$ cat src/rtl/bist_pkg.sv
// Shared types and constants for the 6:3 counter BIST sequencer.
// Holds the FSM encoding, LFSR taps and the signature compaction step.
package bist_pkg;

  localparam int SIG_W = 3;
  localparam int TPG_W = 6;

  // x^6 + x^5 + 1: feedback is lfsr[5] ^ lfsr[4]
  localparam logic [TPG_W-1:0] LFSR6_TAPS = 6'b110000;

  typedef enum logic [2:0] {
    ST_IDLE    = 3'd0,
    ST_LOAD    = 3'd1,
    ST_RUN     = 3'd2,
    ST_COMPARE = 3'd3,
    ST_DONE    = 3'd4
  } bist_state_t;

  // One compaction step of the 3-bit signature with response m.
  function automatic logic [SIG_W-1:0] sig_next(input logic [SIG_W-1:0] s,
                                                input logic [SIG_W-1:0] m);
    logic [SIG_W-1:0] r;
    r[2] = m[2] ^ s[1];
    r[1] = m[1] ^ s[0] ^ s[2];
    r[0] = m[0] ^ s[2];
    return r;
  endfunction

endpackage

$ cat src/rtl/bist_lfsr6.sv
// 6-bit maximal-length Fibonacci LFSR used as the BIST pattern generator.
// load has priority over en; reset clears to zero so LOAD must seed it.
module bist_lfsr6
  import bist_pkg::*;
#(
  parameter logic [TPG_W-1:0] SEED = 6'h01
) (
  input  logic             clk,
  input  logic             reset,
  input  logic             load,
  input  logic             en,
  output logic [TPG_W-1:0] q
);

  logic [TPG_W-1:0] lfsr_q, lfsr_d;

  always_comb begin
    lfsr_d = lfsr_q;
    if (load) begin
      lfsr_d = SEED;
    end else if (en) begin
      lfsr_d = {lfsr_q[TPG_W-2:0], ^(lfsr_q & LFSR6_TAPS)};
    end
  end

  always_ff @(posedge clk or posedge reset) begin
    if (reset) begin
      lfsr_q <= '0;
    end else begin
      lfsr_q <= lfsr_d;
    end
  end

  assign q = lfsr_q;

endmodule

$ cat src/rtl/bist_sequencer.sv
// BIST sequencer: drives the 6:3 counter from an LFSR for NUM_PATTERNS cycles,
// compacts its responses into a 3-bit signature and compares it to GOLDEN_SIG.
module bist_sequencer
  import bist_pkg::*;
#(
  parameter int               NUM_PATTERNS = 63,
  parameter logic [TPG_W-1:0] LFSR_SEED    = 6'h01,
  parameter logic [SIG_W-1:0] GOLDEN_SIG   = 3'b000
) (
  input  logic             clk,
  input  logic             reset,
  input  logic             start,
  input  logic             abort,
  input  logic [SIG_W-1:0] cut_in,
  output logic [TPG_W-1:0] tpg_out,
  output logic             test_mode,
  output logic             busy,
  output logic             done,
  output logic             pass,
  output logic [SIG_W-1:0] sig
);

  localparam int               CNT_W    = $clog2(NUM_PATTERNS + 1);
  localparam logic [CNT_W-1:0] LAST_CNT = CNT_W'(NUM_PATTERNS - 1);

  bist_state_t      state_q, state_d;
  logic [CNT_W-1:0] cnt_q, cnt_d;
  logic [SIG_W-1:0] sig_q, sig_d;
  logic             pass_q, pass_d;
  logic             lfsr_load, lfsr_en;

  bist_lfsr6 #(.SEED(LFSR_SEED)) u_lfsr (
    .clk   (clk),
    .reset (reset),
    .load  (lfsr_load),
    .en    (lfsr_en),
    .q     (tpg_out)
  );

  // An abort wins over any work in the busy states, so nothing is captured
  // or advanced on the aborting edge.
  always_comb begin
    state_d   = state_q;
    cnt_d     = cnt_q;
    sig_d     = sig_q;
    pass_d    = pass_q;
    lfsr_load = 1'b0;
    lfsr_en   = 1'b0;
    case (state_q)
      ST_IDLE, ST_DONE: begin
        if (start) begin
          state_d = ST_LOAD;
          pass_d  = 1'b0;
        end
      end
      ST_LOAD: begin
        pass_d = 1'b0;
        if (abort) begin
          state_d = ST_IDLE;
        end else begin
          state_d   = ST_RUN;
          lfsr_load = 1'b1;
          sig_d     = '0;
          cnt_d     = '0;
        end
      end
      ST_RUN: begin
        if (abort) begin
          state_d = ST_IDLE;
          pass_d  = 1'b0;
        end else begin
          lfsr_en = 1'b1;
          sig_d   = sig_next(sig_q, cut_in);
          cnt_d   = cnt_q + CNT_W'(1);
          if (cnt_q == LAST_CNT) begin
            state_d = ST_COMPARE;
          end
        end
      end
      ST_COMPARE: begin
        if (abort) begin
          state_d = ST_IDLE;
          pass_d  = 1'b0;
        end else begin
          state_d = ST_DONE;
          pass_d  = (sig_q == GOLDEN_SIG);
        end
      end
      default: begin
        state_d = ST_IDLE;
      end
    endcase
  end

  always_ff @(posedge clk or posedge reset) begin
    if (reset) begin
      state_q <= ST_IDLE;
      cnt_q   <= '0;
      sig_q   <= '0;
      pass_q  <= 1'b0;
    end else begin
      state_q <= state_d;
      cnt_q   <= cnt_d;
      sig_q   <= sig_d;
      pass_q  <= pass_d;
    end
  end

  assign test_mode = (state_q == ST_RUN);
  assign busy      = (state_q == ST_LOAD) || (state_q == ST_RUN) || (state_q == ST_COMPARE);
  assign done      = (state_q == ST_DONE);
  assign pass      = pass_q;
  assign sig       = sig_q;

endmodule

$ cat config.mk
export PLATFORM = sky130hd
export DESIGN_NAME = bist_sequencer
export DESIGN_NICKNAME = d
export VERILOG_FILES = /design/src/rtl/bist_pkg.sv /design/src/rtl/bist_lfsr6.sv /design/src/rtl/bist_sequencer.sv
export SDC_FILE = /design/constraint.sdc
export NUM_CORES = 1
export LEC_CHECK = 0
export CORE_MARGIN = 2
export CORE_UTILIZATION = 30
export CTS_CLUSTER_DIAMETER = 80
export DETAILED_ROUTE_END_ITERATION = 10
export SYNTH_ARGS = -nofsm -noshare
export SYNTH_HDL_FRONTEND = slang
export SYNTH_SLANG_ARGS = --single-unit
$ cat constraint.sdc
create_clock -name clk -period 5.35 [get_ports clk]
set_input_delay 1.07 -clock clk [delete_from_list [all_inputs] [get_ports clk]]
set_output_delay 1.07 -clock clk [all_outputs]
set_load 0.02 [all_outputs]
### Word-level counts from Yosys, hierarchy flattened

Index checks and enable logic that the tools add are counted.

* register bits: 19
* input port bits: 7
* output and inout bits: 13
* logic and storage cells: 53

* add/subtract/negate cells: 1
* equality and inequality tests: 10
* mux-type cells: 21
* bitwise gates (word level): 4
* reduce and logical (&&, ||, !) cells: 12

Operators with widths (number)
* $mux W6: 4
* $mux W3: 6
* $pmux W3 S4: 1
* $pmux W6 S2: 1
* $ne A2 B2 Y1 const B: 4
* $add A6 B1 Y6 const B: 1
* $eq A3 B2 Y1 const B: 2
* $eq A6 B6 Y1 const B: 1
* $logic_not A3 Y1: 2
* $mux W1: 6
* $pmux W3 S2: 1
* $reduce_and A3 Y1: 2
* $reduce_xor A6 Y1: 1
* $pmux W1 S4: 1
* $reduce_bool A2 Y1: 2
* $reduce_bool A4 Y1: 1
* $xor A1 B1 Y1: 4
* $eq A3 B1 Y1 const B: 1
* $eq A3 B3 Y1 const B: 1
* $ne A3 B2 Y1 const B: 1
* $logic_or A1 B1 Y1: 2
* $mux W2: 1
* $reduce_and A2 Y1: 1
* $reduce_or A2 Y1: 1

### Depth between registers and ports, before layout

* word-level depth: 4
* mapped depth: 6

### Modules after synthesis

Synthesis repeated with hierarchy kept, for this count alone.

* cells, all modules: 95
* area total of the unflattened synthesis: 1006.0 µm²

By module, submodules not included
* bist_sequencer: instances 1, cells an instance 73, area an instance 748.2 µm²
* bist_lfsr6: instances 1, cells an instance 22, area an instance 257.7 µm²

### Worst setup path before layout

No wires, ideal clock.

* kind: input-to-reg
* start: input port abort
* end: register cnt_q[5]
* arrival time: 2.441 ns
* required time: 5.272 ns
* path slack: 2.831 ns
* stages on the path: 5
* path buffers: 2
* cell sequence: buf_6 > or4b_1 > buf_2 > or4_1 > a21oi_1

* word-level cells in the longest chain between the ends: 2
* elaborated cells between the ends (all ways): 3
* those cells by class: eq/ne: 2; reduce/logical: 1

RTL lines
* start, declared: line bist_sequencer.sv:13 `input logic abort,`
* $ne A2 B2 Y1 (no source line)
* $reduce_and A3 Y1 (no source line) (*)
* end signal, assigned: line bist_sequencer.sv:103 `cnt_q <= cnt_d;`
* end, declared: line bist_sequencer.sv:27 `logic [CNT_W-1:0] cnt_q, cnt_d;`

Mark *: on every way between the ends. The rest lies on a longest branch, timed or not.
A chain may end at the register's enable or synchronous reset.

### Worst setup path in the final report

Ends and elaborated chain as after synthesis.

==> results.yml <==
outcome:
  status: "finished, final reports clean"
clocking:
  cts_max_level: 1
  worst_setup_hold_path_clk_slew_ps: 120
  cts_repair_resize_count: 0
  cts_tree: "built"
  postCtsSetupRepairBufs: 0
  cts_hold_buf: 0
  cts_inserted_buffers: 3
  cts_root_buf: "sky130_fd_sc_hd__clkbuf_4"
  cts_num_sinks: 19
  clock_tree.buffer_depth: 2
  clk-insertion-delay-late_ps: 300
setup_path:
  worst-path-max-fanout: 16
  critical_path.reg2reg.endpoint: "cnt_q[5]$_DFFE_PP0P_"
  worst_path_max_delay_cell: "sky130_fd_sc_hd__or4b_1"
  worst_setup_path_startpoint: "abort"
  path_class: "in -> reg"
  end_kind: "flop"
  setup.reg_to_reg.worst_slack_ps: 3250
  cpPeakStageDelay_ps: 820
  worstPathBufferInverterCount: 1
  worstPathArrival_ps: 3160
  reg2reg_from: "state_q[0]$_DFFE_PP0P_"
  critPathRequiredTime_ps: 5580
  cp-endpoint: "cnt_q[5]$_DFFE_PP0P_"
  r2r.worst_path.cells: 3
  crit_path_cells: "clkdlybuf4s50_1 > or4b_1 > or4_1 > a21oi_1"
  startpoint_type: "input pin"
  crit_family: "simple AND/OR/NAND/NOR gates"
  cp_num_cells: 4
timing:
  slew_headroom_pct: 38.4
  timing.clock.skew_ps: 12.5
  timing.fmax_ghz: 0.342
  grt_setup_unrepaired: "no"
  setup_viol_count_final: 0
  worst_slew_pin_slew_ps: 922
  final.min_clock_period_ps: 2930
  finalCritPeriodShare_pct: 54.7
  final-hold-violation-count: 0
  fin_setup_tns_ps: 0
  final_critical_path_setup_slack_ps: 2420
  slew_violations: 0
die:
  initial_utilization_pct: 31.1
  die-area_sq_um: 3600
  die_y_microns: 60.0
  fp.dieW_microns: 60.0
  fp.coreArea_sq_um: 3030
  design.portCount: 20
  rows: 20
layout:
  final_util_pct: 38.9
  final_cell_mix: "sky130_fd_sc_hd__dfrtp_1 (19), sky130_fd_sc_hd__clkdlybuf4s50_1 (19), sky130_fd_sc_hd__nand2_1 (17)"
  drive_above_1_share_pct: 6.25
  final_instance_count_without_filler_cells: 156
  antenna_cells_inserted: 0
  fin_nets: 122
  area_added_between_synthesis_and_finish_pct: 25.3
grt:
  via_count_of_the_first_global_routing_pass: 690
  grt_pass1_wl_microns: 3260
  antenna_found_initial: 0
  grt_overflow_total: 0
  grt_use_total_pct: 12.1
  pin_count_of_the_biggest_net_entering_global_routing: 20
drt:
  num_vias: 734
  wire_per_inst_microns: 12.1
  vias_per_cell: 4.71
  routed_wirelength_microns: 1890
  drtPass1Iterations: 4
  post-route-drc-count: 0
  drt.antenna.violating_nets: 0
  drtIter0Drc: 8
pwr:
  power.net_switching_uw: 184
  total_leakage_power_nw: 0.485
  p_sw_share_pct: 38.1
  report.power.total_uw: 484
  seq_power_share_pct: 45.6
  power.density_cell_area_nw_per_um2: 411
  power_frac_clock_pct: 15.4
  cell_internal_power_uw: 299
  combinationalPowerShare_pct: 39.0
  vdd.ir_drop.worst_mv: 0.146
synth:
  async_flop_share_pct: 100
  synthesis.area_per_instance_sq_um: 9.90
  synth_enable_flop_cells: 0
  synth_top_area_share_pct: 50.5
  synth-warning-count: 0
  synth_top_area_cell: "sky130_fd_sc_hd__dfrtp_1"
  postSynthRegisterBits: 19
  synth_seq_area_share_pct: 50.5
  synth_cell_types: 28
  dominantRegCellSynth: "sky130_fd_sc_hd__dfrtp_1"
  syn-num-nets: 104
  netlist_area_sq_um: 941
  yosys-top-cells-area: "sky130_fd_sc_hd__dfrtp_1 (51%), sky130_fd_sc_hd__nand2_1 (6.8%), sky130_fd_sc_hd__o21ai_0 (4.8%)"
  synth_cells: 95
placed_design:
  dp_cells: 152
  numPortBuffers: 19
  gp_routability_congestion: 0.755
  preCtsSetupSlack_ps: 2130
  dpl.hpwl_microns: 1300
hold_path:
  class_of_the_most_critical_hold_timing_path: "reg -> reg"
run:
  maxCapViolations: 0
stage by stage:
stage	instance area (sq um)	hold slack, ps
finish	1180	539
detailed placement	1150	504
CTS	1180	545
global route	1180	586
global placement	1150	499
floorplan	941	508
synthesized netlist by cell type (2+ instances only):
cell and number:
sky130_fd_sc_hd__inv_1 5, sky130_fd_sc_hd__a21oi_1 4, sky130_fd_sc_hd__buf_2 3, sky130_fd_sc_hd__or3_1 3, sky130_fd_sc_hd__o22ai_1 2, sky130_fd_sc_hd__buf_6 2
sky130_fd_sc_hd__xnor2_1 4, sky130_fd_sc_hd__xor2_1 3, sky130_fd_sc_hd__a22o_1 3, sky130_fd_sc_hd__dfrtp_1 19, sky130_fd_sc_hd__o21ai_0 9, sky130_fd_sc_hd__nand2_1 17
sky130_fd_sc_hd__ha_1 2, sky130_fd_sc_hd__nor2_1 2, sky130_fd_sc_hd__nand3_1 4
flip-flops by register name, indices dropped and copies added (netlist names):
| name | flops |
|---|---|
| u_lfsr.q | 6 |
| state_q | 3 |
| sig | 3 |
| cnt_q | 6 |
| pass | 1 |
how the worst min path moves through the flow:
| stage | startpoint | end | slack [ps] | depth (start not counted) |
|---|---|---|---|---|
| global placement | u_lfsr.q[1]$_DFFE_PP0P_ | u_lfsr.q[2]$_DFFE_PP0P_ | 500 | 2 |
| floorplan | cnt_q[5]$_DFFE_PP0P_ | state_q[0]$_DFFE_PP0P_ | 510 | 2 |
| detailed placement | u_lfsr.q[2]$_DFFE_PP0P_ | u_lfsr.q[3]$_DFFE_PP0P_ | 500 | 2 |
| finish | u_lfsr.q[0]$_DFFE_PP0P_ | u_lfsr.q[1]$_DFFE_PP0P_ | 540 | 2 |
| global route | u_lfsr.q[3]$_DFFE_PP0P_ | u_lfsr.q[4]$_DFFE_PP0P_ | 590 | 2 |
| CTS | u_lfsr.q[3]$_DFFE_PP0P_ | u_lfsr.q[4]$_DFFE_PP0P_ | 540 | 2 |
area by class of cell:
| cell class | instances | area [sq um] |
|---|---|---|
| clock buffer | 3 | 22.5 |
| clock inverter | 1 | 5.00 |
| fill | 313 | 1850 |
| inverter | 5 | 18.8 |
| multi-input combinational | 65 | 412 |
| sequential | 19 | 475 |
| tap | 44 | 55.1 |
| timing repair buffer | 19 | 190 |
worst reg2reg max path, delay by kind of cell (launching register included):
family           cells  cell delay (ps)
AND/OR/NAND/NOR      2             1380
flip-flops           1              500
AO/OA/AOI/OAI        1              150
power groups by stage:
stage	combinational, mW	sequential (mW)	clock (mW)
after floorplan	0.101	0.236	0
after global placement	0.188	0.222	0
after detailed placement	0.190	0.223	0
after CTS	0.191	0.221	0.0778
after global routing	0.206	0.228	0.0835
final	0.189	0.221	0.0745
per-layer routing:
layer	wire [microns]	up-vias	GRT usage, %	part of all wire [%]
li1	-	364	-	-
met1	892	352	17.4	47
met2	894	14	17.2	47
met3	57	4	1.95	3.0
met4	42	0	6.67	2.2
met5	0	-	0	0
logic make-up after synthesis:
family	after synthesis	share of synthesized area, %
simple gates	33	18.5
compound gates	23	15.4
flops	19	50.5
buf+inv	11	6.38
xor+xnor	7	6.52
fa+ha+maj	2	2.66
Power figures use the tool's default switching activity.
